--- src/rtl/mod_uart_tx.sv ---
// UART transmitter: 8-N-1 frames (8-E-1 when UART_TX_PARITY_EN is defined),
// with its own 16x-oversample baud divider, frame FSM and byte shift register.
module mod_uart_tx #(
  parameter int SAMPLE_RATE = 4,
  parameter int OVERSAMPLE  = 16
) (
  input  logic       clk,
  input  logic       reset,
  input  logic       tx_start,
  input  logic [7:0] tx_data,
  output logic       tx,
  output logic       tx_busy,
  output logic       tx_done,
  output logic       baud_rate_sample_clk
);

  localparam int DIV_W = (SAMPLE_RATE < 1) ? 1 : $clog2(SAMPLE_RATE + 1);
  localparam logic [DIV_W-1:0] DIV_LAST  = DIV_W'(SAMPLE_RATE);
  localparam logic [DIV_W-1:0] DIV_ONE   = DIV_W'(1);
  localparam logic [3:0]       TICK_LAST = 4'(OVERSAMPLE - 1);

`ifdef UART_TX_PARITY_EN
  typedef enum logic [2:0] {
    IDLE = 3'd0, START = 3'd1, DATA = 3'd2, PARITY = 3'd3, STOP = 3'd4
  } state_t;

  function automatic logic even_parity(input logic [7:0] d);
    return ^d;
  endfunction
`else
  typedef enum logic [2:0] {
    IDLE = 3'd0, START = 3'd1, DATA = 3'd2, STOP = 3'd4
  } state_t;
`endif

  state_t           state_r, state_s;
  logic [DIV_W-1:0] div_r, div_s;
  logic             bclk_r, bclk_s;
  logic [3:0]       tick_r, tick_cnt_s;
  logic [2:0]       bit_r, bit_s;
  logic [7:0]       shift_r, shift_s;
  logic             tx_r, tx_s;
  logic             busy_r, busy_s;
  logic             done_r, done_s;
  logic             tick_s;
  logic             bit_end_s;
`ifdef UART_TX_PARITY_EN
  logic             par_r, par_s;
`endif

  // Next-state, counters and next registered outputs
  always_comb begin
    state_s    = state_r;
    shift_s    = shift_r;
    bit_s      = bit_r;
    tick_cnt_s = tick_r;
    done_s     = 1'b0;
    tx_s       = 1'b1;
`ifdef UART_TX_PARITY_EN
    par_s      = par_r;
`endif
    // Sample tick fires once per full sample-clock period (falling toggle)
    tick_s    = (div_r == DIV_LAST) && bclk_r;
    bit_end_s = tick_s && (tick_r == TICK_LAST);
    if (div_r == DIV_LAST) begin
      div_s  = '0;
      bclk_s = ~bclk_r;
    end else begin
      div_s  = div_r + DIV_ONE;
      bclk_s = bclk_r;
    end
    if ((state_r != IDLE) && tick_s) begin
      if (tick_r == TICK_LAST) begin
        tick_cnt_s = 4'd0;
      end else begin
        tick_cnt_s = tick_r + 4'd1;
      end
    end else begin
      tick_cnt_s = tick_r;
    end

    case (state_r)
      IDLE: begin
        if (tx_start) begin
          state_s    = START;
          shift_s    = tx_data;
          div_s      = '0;
          bclk_s     = 1'b0;
          tick_cnt_s = 4'd0;
          bit_s      = 3'd0;
`ifdef UART_TX_PARITY_EN
          par_s      = even_parity(tx_data);
`endif
        end else begin
          state_s = IDLE;
        end
      end
      START: begin
        if (bit_end_s) begin
          state_s = DATA;
        end else begin
          state_s = START;
        end
      end
      DATA: begin
        if (bit_end_s) begin
          shift_s = {1'b0, shift_r[7:1]};
          bit_s   = bit_r + 3'd1;
          if (bit_r == 3'd7) begin
`ifdef UART_TX_PARITY_EN
            state_s = PARITY;
`else
            state_s = STOP;
`endif
          end else begin
            state_s = DATA;
          end
        end else begin
          state_s = DATA;
        end
      end
`ifdef UART_TX_PARITY_EN
      PARITY: begin
        if (bit_end_s) begin
          state_s = STOP;
        end else begin
          state_s = PARITY;
        end
      end
`endif
      STOP: begin
        if (bit_end_s) begin
          state_s = IDLE;
          done_s  = 1'b1;
        end else begin
          state_s = STOP;
        end
      end
      default: begin
        state_s = IDLE;
      end
    endcase

    // Line level is derived from the state being entered so tx is registered
    case (state_s)
      IDLE:    tx_s = 1'b1;
      START:   tx_s = 1'b0;
      DATA:    tx_s = shift_s[0];
`ifdef UART_TX_PARITY_EN
      PARITY:  tx_s = par_s;
`endif
      STOP:    tx_s = 1'b1;
      default: tx_s = 1'b1;
    endcase
    busy_s = (state_s != IDLE);
  end

  // State and output registers
  always_ff @(posedge clk or negedge reset) begin
    if (!reset) begin
      state_r <= IDLE;
      div_r   <= '0;
      bclk_r  <= 1'b0;
      tick_r  <= 4'd0;
      bit_r   <= 3'd0;
      shift_r <= 8'd0;
      tx_r    <= 1'b1;
      busy_r  <= 1'b0;
      done_r  <= 1'b0;
`ifdef UART_TX_PARITY_EN
      par_r   <= 1'b0;
`endif
    end else begin
      state_r <= state_s;
      div_r   <= div_s;
      bclk_r  <= bclk_s;
      tick_r  <= tick_cnt_s;
      bit_r   <= bit_s;
      shift_r <= shift_s;
      tx_r    <= tx_s;
      busy_r  <= busy_s;
      done_r  <= done_s;
`ifdef UART_TX_PARITY_EN
      par_r   <= par_s;
`endif
    end
  end

  assign tx                   = tx_r;
  assign tx_busy              = busy_r;
  assign tx_done              = done_r;
  assign baud_rate_sample_clk = bclk_r;

endmodule

--- config.mk ---
export PLATFORM = sky130hd
export DESIGN_NAME = mod_uart_tx
export DESIGN_NICKNAME = d
export VERILOG_FILES = /design/src/rtl/mod_uart_tx.sv
export SDC_FILE = /design/constraint.sdc
export NUM_CORES = 1
export LEC_CHECK = 0
export ABC_AREA = 1
export CAP_MARGIN = 10
export CORE_MARGIN = 1
export CORE_UTILIZATION = 40
export CTS_CLUSTER_SIZE = 24
export DETAILED_ROUTE_END_ITERATION = 10
export GPL_TIMING_DRIVEN = 0
export SYNTH_ARGS = -nofsm -noshare
export SYNTH_HDL_FRONTEND = slang
export SYNTH_SLANG_ARGS = --single-unit
--- constraint.sdc ---
create_clock -name clk -period 2.6 [get_ports clk]
set_input_delay 0.26 -clock clk [delete_from_list [all_inputs] [get_ports clk]]
set_output_delay 0.26 -clock clk [all_outputs]
set_load 0.1 [all_outputs]
==> run summary <==
Max Slew Vio Count - 0
Final worst path period share - 85.2%
Share of cells above drive strength 1 - 20.7%
Grt met3 use - 2.16%
Antenna Cells - 0
Post-CTS Setup Bufs - 0
Mapped Area - 1340 um^2
Die width - 59.9 um
Total GRT Usage - 15.2%
Initial cell density of the core - 43.1%
Vias post-DR - 967
Unrepaired setup endpoints after global routing - no
Mapped Cells - 150
CTS tree - yes
Resized cells post-CTS - 0
Register area share after synthesis - 46.8%
Worst rel slew slack - 35.2%
Required @ worst endpoint - 2.34 ns
Clk sinks - 25
Vias in the first global route - 960
Worst-margin pin slew - 0.969 ns
Netlist cell types - 26
Syn_nets - 167
Global-route wire length before repair - 4040 um
CTS HTree Levels - 1
Reg2Reg Depth - 11
FP Rows - 20
Clock latency on the worst-skew pair - 0.31 ns
Synth area leaders - dfrtp_1, nand2_1, ha_1
Die Span Y - 59.9 um
Delay-heaviest family, CP - buffers and inverters
Drt wl/cell - 10.6 um
GR peak layer - met2
Pre-Repair DR Iteration Count - 6
Post-DRT Antenna Nets - 0
HP Class - in2async
Hpwl dp - 1710 um
Final hold violation count - 0
Worst-path clk slew - 0.13 ns
Crit path max fanout - 1
Dpl ws - 0.711 ns
Leakage - 0.770 nW
Area of the multi-input gates - 614 um^2
Crit-path max cell delay - 1.12 ns
Post-CTS Hold Buffers - 0
Area Growth Syn to Fin - 17.7%
WL final - 2250 um
Post-synth top area cell - dfrtp_1
M1 GR Usage - 18.8%
Detailed-route DRC error count - 0
Routed vias/inst - 4.54
TNS Setup - 0 ns
Commonest non-fill, non-tap cell in the layout - nand2_1
Fill cells - 318
Synth Warn # - 0
Root Driver - clkbuf_4
Slowest-stage cell, CP - clkdlybuf4s50_1
Total power - 1.32 mW
Largest net degree at the start of global routing - 26
Synthesized flop and latch total - 25
Tmin final - 2.22 ns
Share of the synthesized area in the top cell type - 44.9%
Worst path cell trace - clkdlybuf4s50_1
F_max - 451 MHz
Max-cap violations - 0
VDD IR max - 0.000355 V
Worst hold slack - 0.299 ns
Final GP Congestion - 0.815
Setup CP Type - reg2out
Critical Path Start Type - flop
Initial antenna violation count - 0
Buffers added on ports - 14
Final setup skew - 0.00949 ns
Grt total ovfl - 0
CTS buffer count - 3
CTS Buffer Depth - 2
IO Count - 15
Synth Area per Inst - 8.93 um^2
Die ar. - 3580 um^2
Power per cell area - 839 nW/um^2
Setup slack after layout - 0.384 ns
Most frequent cells in the layout - nand2_1, dfrtp_1, inv_1
DR iter-0 viols - 50
Critical Path AT - 1.96 ns
Register area - 627 um^2
Crit path buf inv count - 1
Core Box Area - 3100 um^2
Status - complete, no violations
Final nets - 187
Global-route track usage on met2 - 26.0%
Instance count on the critical path - 1
Final setup fails - 0
Critical path capture point type - output port
## routing by layer
metal / part of all wire (%) / wire (um)
met1: 48 / 1090
met5: 0 / 0
met2: 47 / 1050
met3: 3.1 / 70
met4: 1.6 / 36
## kinds of logic (layout without fill, tap and decap cells)
kind of cell    count (synthesis)  count (layout)  share of synthesized area [%]
compound gates                 12              12                           5.51
fa+ha+maj                       6               6                           5.61
buf+inv                        23              42                           7.29
flops                          25              25                           46.8
simple gates                   84              84                           34.8
## worst reg2reg max path, cell delays in order (launching register included)
cell	delay, ns
dfrtp_1	0.42
inv_1	0.07
ha_1	0.16
nand2_1	0.05
inv_1	0.07
ha_1	0.28
nand4_4	0.20
nor2_8	0.19
nor2_4	0.06
buf_6	0.15
nand2_2	0.06
nand3_2	0.05
## stage by stage
| step | util [%] | std cells | area, um^2 |
|---|---|---|---|
| 4_1_cts | 50.3 | 212 | 1560 |
| 6_report | 50.8 | 213 | 1580 |
| 3_5_place_dp | 49.4 | 208 | 1530 |
| 2_1_floorplan | - | 150 | 1340 |
| 5_1_grt | 50.8 | 213 | 1580 |
| 3_3_place_gp | 49.4 | 208 | 1530 |
## flip-flops by register name, indices dropped and copies added (netlist names)
register / count
shift_r: 8
tx: 1
bit_r: 3
div_r: 3
tx_busy: 1
tick_r: 4
state_r: 3
baud_rate_sample_clk: 1
tx_done: 1
## where the power goes
group | total [mW] | switching (mW) | leakage [nW] | internal (mW)
Combinational | 0.545 | 0.343 | 0.476 | 0.202
Clock | 0.170 | 0.110 | 0.0150 | 0.0599
Sequential | 0.607 | 0.0899 | 0.279 | 0.518
## final cells by class
cell class | instances | area share [%]
Multi-Input combinational cell | 102 | 39.0
Timing Repair Buffer | 15 | 9.85
Clock buffer | 4 | 1.67
Inverter | 21 | 5.00
Tap cell | 44 | 3.49
Sequential cell | 25 | 39.8
Buffer | 2 | 1.19
## cell usage after synthesis
library cell and number:
a211oi_1 1, a21oi_1 2, buf_4 1, buf_6 1, dfrtp_1 24, dfstp_2 1
ha_1 6, inv_1 20, inv_2 1, nand2_1 38, nand2_2 10, nand2_4 1
nand3_1 9, nand3_2 6, nand4_1 1, nand4_4 1, nor2_1 9, nor2_2 1
nor2_4 3, nor2_8 1, nor3_1 2, o21ai_0 4, o21ai_1 2, o21ai_2 3
or2_1 1, or2_2 1
## worst paths after layout
kind	startpoint	to	slack, ns
max	tx	tx	0.38
min	reset	tick_r[2]	0.30
max reg2reg	div_r[0]	shift_r[6]	0.73
min reg2reg	div_r[0]	div_r[0]	0.48
max in group asynchronous	reset	shift_r[7]	1.79
min in group clk	tx_data[7]	shift_r[7]	0.47
(Power assumes the default switching activity.)
